File: src/rtl/fetch_stage.sv
// Instruction fetch: owns the PC, drives a 1-cycle synchronous imem and presents f_pc/f_inst with an update code.
// Latency 1 cycle issue-to-present; a one-entry hold buffer keeps a returned word across stalls, redirect flushes all.
module fetch_stage #(
    parameter logic [31:0] RESET_PC = 32'h0000_0000,
    parameter int          ADDR_W   = 12
) (
    input  logic              clk,
    input  logic              rstn,
    input  logic              stall,
    input  logic              redirect,
    input  logic [31:0]       redirect_pc,
    output logic              imem_en,
    output logic [ADDR_W-1:0] imem_addr,
    input  logic [31:0]       imem_data,
    output logic [31:0]       f_pc,
    output logic [31:0]       f_inst,
    output logic [1:0]        fd_update
);

    localparam logic [31:0] BUBBLE_PC   = 32'hffff_fffc;
    localparam logic [31:0] BUBBLE_INST = 32'h0000_0001;
    localparam logic [1:0]  UPD_HOLD    = 2'b00;
    localparam logic [1:0]  UPD_LOAD    = 2'b01;
    localparam logic [1:0]  UPD_BUBBLE  = 2'b10;

    logic [31:0] pc_q, pc_d;
    logic        rsp_vld_q, rsp_vld_d;
    logic [31:0] rsp_pc_q, rsp_pc_d;
    logic        buf_vld_q, buf_vld_d;
    logic [31:0] buf_pc_q, buf_pc_d;
    logic [31:0] buf_inst_q, buf_inst_d;

    logic        cand_vld;
    logic [31:0] cand_pc;
    logic [31:0] cand_inst;
    logic [31:0] target_pc;

    assign target_pc = redirect_pc & 32'hffff_fffc;

    // The hold buffer always wins over the returning word: it is older.
    always_comb begin
        cand_vld  = buf_vld_q | rsp_vld_q;
        cand_pc   = buf_vld_q ? buf_pc_q : rsp_pc_q;
        cand_inst = buf_vld_q ? buf_inst_q : imem_data;

        f_pc      = cand_vld ? cand_pc : BUBBLE_PC;
        f_inst    = cand_vld ? cand_inst : BUBBLE_INST;
        imem_en   = redirect | ~stall;
        imem_addr = redirect ? target_pc[ADDR_W+1:2] : pc_q[ADDR_W+1:2];

        if (redirect)      fd_update = UPD_BUBBLE;
        else if (stall)    fd_update = UPD_HOLD;
        else if (cand_vld) fd_update = UPD_LOAD;
        else               fd_update = UPD_BUBBLE;

        // Outputs are forced while reset is held, independent of the state registers.
        if (!rstn) begin
            imem_en   = 1'b0;
            fd_update = UPD_BUBBLE;
            f_pc      = BUBBLE_PC;
            f_inst    = BUBBLE_INST;
        end
    end

    always_comb begin
        pc_d       = pc_q;
        rsp_vld_d  = rsp_vld_q;
        rsp_pc_d   = rsp_pc_q;
        buf_vld_d  = buf_vld_q;
        buf_pc_d   = buf_pc_q;
        buf_inst_d = buf_inst_q;

        if (redirect) begin
            pc_d      = target_pc + 32'd4;
            rsp_pc_d  = target_pc;
            rsp_vld_d = 1'b1;
            buf_vld_d = 1'b0;
        end else if (stall) begin
            rsp_vld_d = 1'b0;
            if (rsp_vld_q && !buf_vld_q) begin
                buf_vld_d  = 1'b1;
                buf_pc_d   = rsp_pc_q;
                buf_inst_d = imem_data;
            end
        end else begin
            pc_d      = pc_q + 32'd4;
            rsp_pc_d  = pc_q;
            rsp_vld_d = 1'b1;
            buf_vld_d = 1'b0;
        end
    end

    always_ff @(posedge clk or negedge rstn) begin
        if (!rstn) begin
            pc_q       <= RESET_PC;
            rsp_vld_q  <= 1'b0;
            rsp_pc_q   <= 32'h0;
            buf_vld_q  <= 1'b0;
            buf_pc_q   <= 32'h0;
            buf_inst_q <= 32'h0;
        end else begin
            pc_q       <= pc_d;
            rsp_vld_q  <= rsp_vld_d;
            rsp_pc_q   <= rsp_pc_d;
            buf_vld_q  <= buf_vld_d;
            buf_pc_q   <= buf_pc_d;
            buf_inst_q <= buf_inst_d;
        end
    end

endmodule
File: config.mk
export PLATFORM = sky130hd
export DESIGN_NAME = fetch_stage
export DESIGN_NICKNAME = d
export VERILOG_FILES = /design/src/rtl/fetch_stage.sv
export SDC_FILE = /design/constraint.sdc
export NUM_CORES = 1
export LEC_CHECK = 0
export CAP_MARGIN = 25
export CORE_ASPECT_RATIO = 1.25
export CORE_MARGIN = 4
export CORE_UTILIZATION = 56
export DETAILED_ROUTE_END_ITERATION = 10
export PLACE_DENSITY = 0.82
export SLEW_MARGIN = 20
export SYNTH_ARGS = -nofsm -noshare
export SYNTH_HDL_FRONTEND = slang
export SYNTH_SLANG_ARGS = --single-unit
File: constraint.sdc
create_clock -name clk -period 4.65 [get_ports clk]
set_input_delay 1.1625 -clock clk [delete_from_list [all_inputs] [get_ports clk]]
set_output_delay 1.1625 -clock clk [all_outputs]
set_load 0.01 [all_outputs]
* Yosys cells after proc, flatten, opt, wreduce, memory -nomap -nowiden
Cells that the tools add are included.
** Word-level totals
- Flip-flop bits (word level) :: 130
- Input port bits :: 68
- Output and inout bits :: 79
- Word-level logic and storage cells :: 38
** Cells by class
- $add $sub $neg :: 2
- Equal/unequal tests :: 2
- Multiplexer cells :: 21
- Bitwise gates (word level) :: 4
- Reductions and logical operators :: 3
** Operators with widths (count)
- $mux W32 :: 10
- $add A32 B3 Y32 const B :: 2
- $mux W12 :: 1
- $mux W2 :: 4
- $mux W1 :: 6
- $ne A3 B1 Y1 const B :: 1
- $reduce_and A3 Y1 :: 1
- $ne A2 B1 Y1 const B :: 1
- $not A1 Y1 :: 2
- $or A1 B1 Y1 :: 2
- $logic_and A1 B1 Y1 :: 1
- $logic_not A1 Y1 :: 1

* Logic depth before layout (Yosys ltp)
Gate-level depths: netlist of the first run.
- Word-level depth :: 5
- Gate-level depth with buffers :: 13
- Mapped depth without buffers :: 8

* Least setup slack after synthesis of the first run
No wires, ideal clock.
- Path kind :: input-to-output
- Start :: input port redirect
- End :: output port fd_update[0]
- Arrival time :: 2387 ps
- Data required time :: 3488 ps
- Slack :: 1101 ps
- Stages :: 6
- Buffers on the path :: 5
- Cells stage by stage :: buf_6 > buf_12 > buf_4 > buf_4 > buf_2 > nor4b_1
** On the way
- Longest elaborated chain between the ends :: 2
** RTL lines
- from (decl) :: RTL line 10 : input logic redirect,
- $mux W2 :: RTL line 51 : if (redirect) fd_update = UPD_BUBBLE;
- $mux W2 :: RTL line 57 : if (!rstn) begin
- to (decl) :: RTL line 17 : output logic [1:0] fd_update
Every way passes these cells.

* Final worst setup path of the first run
- Start :: input port redirect
- End :: output port imem_addr[2]
** On the way
- Longest elaborated chain between the ends :: 1
** RTL lines
- $mux W12 :: RTL line 49 : imem_addr = redirect ? target_pc[ADDR_W+1:2] : pc_q[ADDR_W+1:2];
- to (decl) :: RTL line 13 : output logic [ADDR_W-1:0] imem_addr,
Every way passes these cells.

==> flow_summary.ini, run 1 <==
[outcome]
status = complete, no violations

[synth]
synth_cells = 708
ys_types = 53
ys.flop_type = dfrtp_1
synth_top_cell_area_share = 0.4361
synth-async-reset-ratio = 1.000
yosysSeqAreaShare = 0.4361
yosysWarnings = 0
ys_seq_elements = 124
synth_area_leaders = dfrtp_1 (44%), mux2_2 (11%), mux2i_1 (4.9%), xnor2_1 (4.3%), nand2_1 (3.8%)
synth_enable_flop_cells = 0
yosysTopAreaCell = dfrtp_1
avgSynthCellArea_sq_um = 10.05
syn_area_sq_mm = 0.007116

[drt]
wirelength_microns = 17950
drt_first_pass_iters = 5
via_count = 5868
dr.first_iter.drc_count = 346
via_per_inst = 5.856
post_drt_wl_per_cell_microns = 17.91
drc_errors = 0
ant_nets = 0

[cts]
path_clk_slew_ps = 50
cts-buffers-inserted = 17
cts.sinks = 124
htreeDepth = 4
hold_buffers = 0
worstSkewPairLatency_ps = 420
cts_tree = yes
cts_buffer_depth = 2
postCtsSetupBuffers = 0
root_buffer = clkbuf_16
cts_resized = 0

[global_route]
grt_usage = 0.2522
grt_pass1_wl_microns = 29300
grt_overflow = 0
antenna_found_initial = 0
grt_max_degree = 60
grt_pass1_vias = 5942

[power_and_ir_drop]
p_sw_frac = 0.2699
pwr-share-clk = 0.375
p_comb_frac = 0.216
leakage_nw = 3.706
p_per_area_mw_per_mm2 = 379.3
p_int_w = 0.002539
seqPwrFrac = 0.410
ir_drop_uv = 284.5
switching_power_w = 0.0009386

[die]
initial_core_util = 0.5797
fp.coreArea_sq_mm = 0.01227
die_h_microns = 134.0
pin_count = 147
die_w_microns = 108.8
die-area_sq_mm = 0.01459
num_rows = 45

[min_path]
hold_end = pc_q[3]$_DFFE_PN0N_
hp-start = pc_q[3]$_DFFE_PN0N_
hold_depth = 2
min_path_type = flop to flop

[sta]
fin_worst_skew_ps = 8.800
finalMaxSlewViolations = 0
hold_viol = 0
fin_crit_ps = 3934
rsz0062_at_grt = false
setup_viol = 0
max_freq_mhz = 254.2
tightest_slew_ps = 672.5
finalCritPeriodShare = 0.8461
fin_setup_tns_ps = 0
holdWs_ps = 499.7
max-slew-margin-rel = 0.5506

[finish]
n_antenna_cell = 0
syn2layout_area_growth_pct = 28.82
drive_above_1_share = 0.1623
nets = 894
fin_cells = 1002

[critical_path]
end_kind = primary output
r2r_slack_ps = 2090
crit_arrival_ps = 2770
critPathLaunchType = primary input
timing.rr.start = buf_vld_q$_DFFE_PN0P_
crit_type = primary input to primary output
reg2reg_depth = 6
critPathMaxFanout = 21
timing.rr.end = buf_pc_q[9]$_DFFE_PN0P_
cp.required_ps = 3490

[place]
dp.cells = 970
place_congestion = 0.9337
hpwl_microns = 12580
io_buffers = 142

[run]
max-cap-violations = 0
==> logic make-up (layout without fill, tap and decap cells) <==
kind of cell,Yosys count,in the layout,synth area share
compound gates,130,130,0.1219
xor+xnor,41,41,0.05047
fa+ha+maj,1,1,0.001758
buf+inv,75,204,0.05521
flops,124,124,0.4361
mux,103,103,0.1568
other cells,1,2,0.0005270
simple gates,233,233,0.1772
==> flip-flops by register name, indices dropped and copies added (netlist names) <==
signal / flops
buf_inst_q: 32
buf_pc_q: 30
buf_vld_q: 1
pc_q: 30
rsp_pc_q: 30
rsp_vld_q: 1
==> metrics by stage <==
stage	power [W]	setup WS [ps]	instance area, sq um	util
global route	0.003646	569.6	9166	0.7468
finish	0.003477	715.9	9166	0.7468
CTS	0.003494	719.9	9166	0.7468
detailed placement	0.002181	728.9	8576	0.6987
global placement	0.002133	792.2	8561	0.6975
floorplan	0.001860	1101	7119	-
==> cells in the mapped netlist, types with 4 or more instances <==
master	count
a21oi_1	22
a22oi_1	34
and2_1	5
buf_2	10
buf_4	16
clkbuf_1	31
dfrtp_1	124
inv_1	12
mux2_2	68
mux2i_1	35
nand2_1	72
nand2b_1	4
nand3_1	14
nand3_2	4
nand3b_1	13
nand4_1	6
nand4b_1	5
nor2_1	40
nor2b_1	35
nor3_1	20
o21a_1	4
o21ai_0	21
o22ai_1	33
xnor2_1	35
xor2_1	6
==> power groups by stage <==
stage                     clock network (W)  registers, W  logic, W
after floorplan                           0       0.00139  0.000472
after global placement                    0       0.00141  0.000719
after detailed placement                  0       0.00143  0.000748
after CTS                           0.00132       0.00142  0.000757
after global routing                0.00138       0.00145  0.000821
final                               0.00130       0.00142  0.000750
==> worst max path at each step <==
stage	end	depth (start not counted)	start
4_1_cts	imem_addr[2]	5	redirect
3_3_place_gp	imem_addr[2]	5	redirect
2_1_floorplan	fd_update[0]	6	redirect
6_report	imem_addr[2]	5	redirect
5_1_grt	imem_addr[2]	5	redirect
3_5_place_dp	imem_addr[2]	5	redirect
==> metal layers <==
| metal | wire length (microns) | track usage | vias to the layer above |
|---|---|---|---|
| met5 | 0 | 0 | - |
| met4 | 447 | 0.09123 | 0 |
| met3 | 1133 | 0.05537 | 41 |
| met2 | 9034 | 0.4237 | 210 |
| met1 | 7330 | 0.3186 | 2882 |
| li1 | - | - | 2735 |
==> critical path: stages <==
cell	delay, ps
buf_2	360
nand2b_1	230
a21boi_0	430
inv_1	90
clkdlybuf4s50_1	490
==> layout make-up <==
cell class	instances	area, sq um
Multi-Input combinational cell	510	3633
Tap cell	164	205.2
Inverter	13	48.80
Sequential cell	124	3103
Timing Repair Buffer	159	1585
Fill cell	891	3108
Clock inverter	7	85.08
Clock buffer	25	505.5
==> cells in the final DEF (no fill, tap or decap), types with 20 or more instances in the layout <==
cell type and count:
mux2i_1 35, mux2_2 68, xnor2_1 35, o22ai_1 33
nand2_1 72, nor3_1 20, a21oi_1 22, a22oi_1 34
nor2_1 39, o21ai_0 21, clkdlybuf4s50_1 139, nor2b_1 34
dfrtp_1 124
Power figures use the tool's default switching activity.
==> run 2, diff against run 1 <==
--- a/config.mk
+++ b/config.mk
@@ -8,9 +8,9 @@
 export CAP_MARGIN = 25
 export CORE_ASPECT_RATIO = 1.25
 export CORE_MARGIN = 4
-export CORE_UTILIZATION = 56
+export CORE_UTILIZATION = 47
 export DETAILED_ROUTE_END_ITERATION = 10
-export PLACE_DENSITY = 0.82
+export PLACE_DENSITY = 0.73
 export SLEW_MARGIN = 20
 export SYNTH_ARGS = -nofsm -noshare
 export SYNTH_HDL_FRONTEND = slang
==> constraint.sdc (replaced) <==
create_clock -name clk -period 3.35 [get_ports clk]
set_input_delay 0.8375 -clock clk [delete_from_list [all_inputs] [get_ports clk]]
set_output_delay 0.8375 -clock clk [all_outputs]
set_load 0.01 [all_outputs]
==> flow_summary.ini, run 2 (synthesis gave the netlist of run 1 again) <==
[place]
hpwl_microns = 13080
place_congestion = 0.8528
io_buffers = 142

[critical_path]
cp_common_cell = clkdlybuf4s50_1
crit_arrival_ps = 2290
cp_cell_sequence = clkdlybuf4s50_1 > nand2_1 > and2_1 > inv_1 > clkdlybuf4s50_1
cp.required_ps = 2510
critPathMaxFanout = 4
slowest_delay_ps = 570
crit_type = primary input to primary output
critPathLaunchType = primary input
end_kind = primary output
slowest_stage = clkdlybuf4s50_1
r2r_slack_ps = 1190

[cts]
cts_resized = 0
postCtsSetupBuffers = 0
cts.sinks = 124
cts_buffer_depth = 2
root_buffer = clkbuf_16
hold_buffers = 0
cts_tree = yes
worstSkewPairLatency_ps = 410
htreeDepth = 4
path_clk_slew_ps = 50
cts-buffers-inserted = 17

[global_route]
grt_pass1_wl_microns = 30100
grt_pass1_vias = 5990
grt_overflow = 0
antenna_found_initial = 0
grt_usage = 0.2113
grt_max_degree = 47

[die]
die-area_sq_mm = 0.01718
initial_core_util = 0.4779
fp.coreArea_sq_mm = 0.01489
die_h_microns = 145.6
pin_count = 147
die_w_microns = 118.1
num_rows = 50

[power_and_ir_drop]
seqPwrFrac = 0.415
switching_power_w = 0.001301
p_sw_frac = 0.2742
pwr-share-clk = 0.362
leakage_nw = 3.771
p_int_w = 0.003444
ir_drop_uv = 251.9
p_per_area_mw_per_mm2 = 511.2
p_comb_frac = 0.223

[sta]
hold_viol = 0
setup_viol = 0
rsz0062_at_grt = false
finalCritPeriodShare = 0.9339
finalMaxSlewViolations = 0
fin_crit_ps = 3128
fin_setup_tns_ps = 0
max_freq_mhz = 319.6
fin_worst_skew_ps = 10.98
tightest_slew_ps = 506.1
max-slew-margin-rel = 0.6626

[finish]
drive_above_1_share = 0.1761
nets = 909
n_fill_cell = 1250
regMostFlops = buf_inst_q
syn2layout_area_growth_pct = 30.47
final_cell_mix = clkdlybuf4s50_1 (139), dfrtp_1 (124), nand2_1 (72)
layout.cells.most_common = clkdlybuf4s50_1
largest_reg_flops = 32
final_util = 0.6235
n_antenna_cell = 0

[drt]
drt_first_pass_iters = 5
ant_nets = 0
dr.first_iter.drc_count = 373
post_drt_wl_per_cell_microns = 17.37
via_count = 5832
wirelength_microns = 17960
drc_errors = 0
via_per_inst = 5.640

[min_path]
min_path_type = primary input to asynchronous set/reset pin

[run]
max-cap-violations = 0

[outcome]
status = complete, no violations
## run 2: final timing paths
kind,start,depth (start not counted),to
hold reg to reg,buf_inst_q[3]$_DFFE_PN0P_,1,buf_inst_q[3]$_DFFE_PN0P_
hold / removal,rstn,1,buf_inst_q[8]$_DFFE_PN0P_
setup / recovery,redirect_pc[12],5,imem_addr[10]
max in group asynchronous,rstn,3,pc_q[25]$_DFFE_PN0N_
setup reg to reg,pc_q[3]$_DFFE_PN0N_,8,pc_q[26]$_DFFE_PN0N_
min in group clk,buf_inst_q[3]$_DFFE_PN0P_,1,buf_inst_q[3]$_DFFE_PN0P_
## run 2: per-layer routing
metal	track usage	vias up	part of all wire
met5	0	-	0
met4	0.07155	0	0.018
met3	0.03966	27	0.040
met1	0.2748	2869	0.45
met2	0.3557	178	0.49
li1	-	2758	-
## run 2: cell type report
type	count	area, sq um	area share
multi-input combinational	510	3633	0.3914
sequential	124	3103	0.3342
tap	182	227.7	0.02453
clock buffer	24	491.7	0.05297
inverter	13	48.80	0.005256
timing repair buffer	174	1715	0.1848
clock inverter	7	63.81	0.006873
## run 2: power groups by stage
stage               clock network (W)  registers (W)  logic (W)
floorplan                           0        0.00193   0.000655
global placement                    0        0.00196    0.00103
detailed placement                  0        0.00199    0.00106
CTS                           0.00175        0.00197    0.00107
global route                  0.00183        0.00200    0.00116
finish                        0.00172        0.00197    0.00106
## run 2: critical path, delay by kind of cell
family,cells,cell delay [ps]
AND/OR/NAND/NOR,2,280
buffers and inverters,3,1170
## run 2: per-stage QoR
step                      cells  total power [W]  hold WS (ps)  setup WS (ps)  cell area (sq um)
after detailed placement   1003         0.003052         496.1          220.8               8728
after floorplan             709         0.002582         457.1          208.5               7119
after CTS                  1034         0.004788         262.3          219.2               9284
after global placement     1003         0.002995         486.3          230.0               8728
final                      1034         0.004746         272.5          221.5               9284
after global routing       1034         0.004989         268.5          152.7               9284
==> run 3, diff against run 2 <==
--- a/config.mk
+++ b/config.mk
@@ -5,7 +5,7 @@
 export SDC_FILE = /design/constraint.sdc
 export NUM_CORES = 1
 export LEC_CHECK = 0
-export CAP_MARGIN = 25
+export CAP_MARGIN = 20
 export CORE_ASPECT_RATIO = 1.25
 export CORE_MARGIN = 4
 export CORE_UTILIZATION = 47
==> constraint.sdc (replaced) <==
create_clock -name clk -period 3.35 [get_ports clk]
set_input_delay 0.5025 -clock clk [delete_from_list [all_inputs] [get_ports clk]]
set_output_delay 0.5025 -clock clk [all_outputs]
set_load 0.01 [all_outputs]
==> flow_summary.ini, run 3 (synthesis gave the netlist of run 1 again) <==
[outcome]
status = complete, no violations

[critical_path]
crit_type = primary input to primary output
crit_arrival_ps = 2490
end_kind = primary output
critPathLaunchType = primary input
r2r_slack_ps = 1230
timing.rr.start = pc_q[2]$_DFFE_PN0N_
cp.required_ps = 2850
reg2reg_depth = 8
timing.rr.end = pc_q[30]$_DFFE_PN0N_
critPathMaxFanout = 38

[min_path]
hold_depth = 2
min_path_type = flop to flop
hp-start = pc_q[3]$_DFFE_PN0N_
hold_end = pc_q[3]$_DFFE_PN0N_

[sta]
finalMaxSlewViolations = 0
max-slew-margin-rel = 0.5337
rsz0062_at_grt = false
finalCritPeriodShare = 0.8922
fin_worst_skew_ps = 11.18
fin_setup_tns_ps = 0
fin_crit_ps = 2989
tightest_slew_ps = 699.4
hold_viol = 0
setup_viol = 0
finalWorstSetupSlack_ps = 361.0
max_freq_mhz = 334.6

[die]
fp.coreArea_sq_mm = 0.01489
num_rows = 50
die_h_microns = 145.6
initial_core_util = 0.4779
pin_count = 147
die_w_microns = 118.1
die-area_sq_mm = 0.01718

[finish]
fin_cells = 1023
regMostFlops = buf_inst_q
final_cell_mix = clkdlybuf4s50_1 (139), dfrtp_1 (124), nand2_1 (72)
layout.cells.most_common = clkdlybuf4s50_1
drive_above_1_share = 0.1629
largest_reg_flops = 32
syn2layout_area_growth_pct = 28.71
final_util = 0.6151
n_antenna_cell = 0
nets = 898

[drt]
drt_first_pass_iters = 5
wirelength_microns = 17520
ant_nets = 0
via_per_inst = 5.650
post_drt_wl_per_cell_microns = 17.13
dr.first_iter.drc_count = 361
via_count = 5780
drc_errors = 0

[cts]
root_buffer = clkbuf_16
cts_tree = yes
htreeDepth = 4
cts_buffer_depth = 2
cts.sinks = 124
worstSkewPairLatency_ps = 410
path_clk_slew_ps = 50
cts-buffers-inserted = 17
cts_resized = 0

[global_route]
grt_pass1_vias = 5863
grt_overflow = 0
grt_usage = 0.2081
grt_max_degree = 66
grt_pass1_wl_microns = 29580
antenna_found_initial = 0

[place]
hpwl_microns = 12760
dp.cells = 991
io_buffers = 142
place_congestion = 0.8205
dp_slack_ps = 358.8

[power_and_ir_drop]
p_per_area_mw_per_mm2 = 515.9
ir_drop_uv = 307.3
leakage_nw = 3.695

[run]
max-cap-violations = 0
-- run 3: worst max path at each step --
stage,from,to,depth (start not counted)
after detailed placement,redirect,pc_q[21]$_DFFE_PN0N_,8
after floorplan,redirect,pc_q[26]$_DFFE_PN0N_,13
after global routing,redirect,imem_addr[8],5
after CTS,rstn,f_inst[10],5
after global placement,redirect,imem_addr[8],5
final,redirect,imem_addr[8],5
-- run 3: stage by stage --
step	area (sq um)	hold slack, ps	total power [W]
floorplan	7119	206.9	0.002582
global placement	8588	395.8	0.002968
detailed placement	8588	403.1	0.003016
CTS	9159	500.2	0.004768
global route	9159	514.0	0.004968
finish	9159	491.8	0.004725
-- run 3: routing by layer --
metal  wire [microns]  vias to the layer above  global-route usage  share of wire
met3              884                       21             0.04277          0.050
met2             8727                      189              0.3453           0.50
li1                 -                     2749                   -              -
met5                0                        -                   0              0
met4              276                        0             0.06452          0.016
met1             7634                     2821              0.2751           0.44
-- run 3: timing repair --
item / 4_1_cts / 5_1_grt
setup buffers: 0 / 0
hold endpoints to repair: 18 / 0
hold buffers: 1 / 0
endpoints found under the setup margin: 0 / 0
-- run 3: layout make-up --
class / instances / area [sq um]
flip-flops and latches: 124 / 3103
repair buffers: 163 / 1585
well taps: 182 / 227.7
clock inverters: 8 / 92.59
clock buffers: 23 / 467.9
fillers: 1291 / 5731
inverters: 13 / 48.80
multi-input cells: 510 / 3633
-- run 3: power by group --
part | switching (W) | internal (W) | total (W)
Combinational | 0.000471 | 0.000558 | 0.00103
Sequential | 0.000187 | 0.00178 | 0.00196
Clock | 0.000611 | 0.00112 | 0.00173
-- run 3: critical path, cell delays in order --
cell and delay (ps):
buf_2 540, buf_4 370, mux2i_1 430, inv_1 120, clkdlybuf4s50_1 500
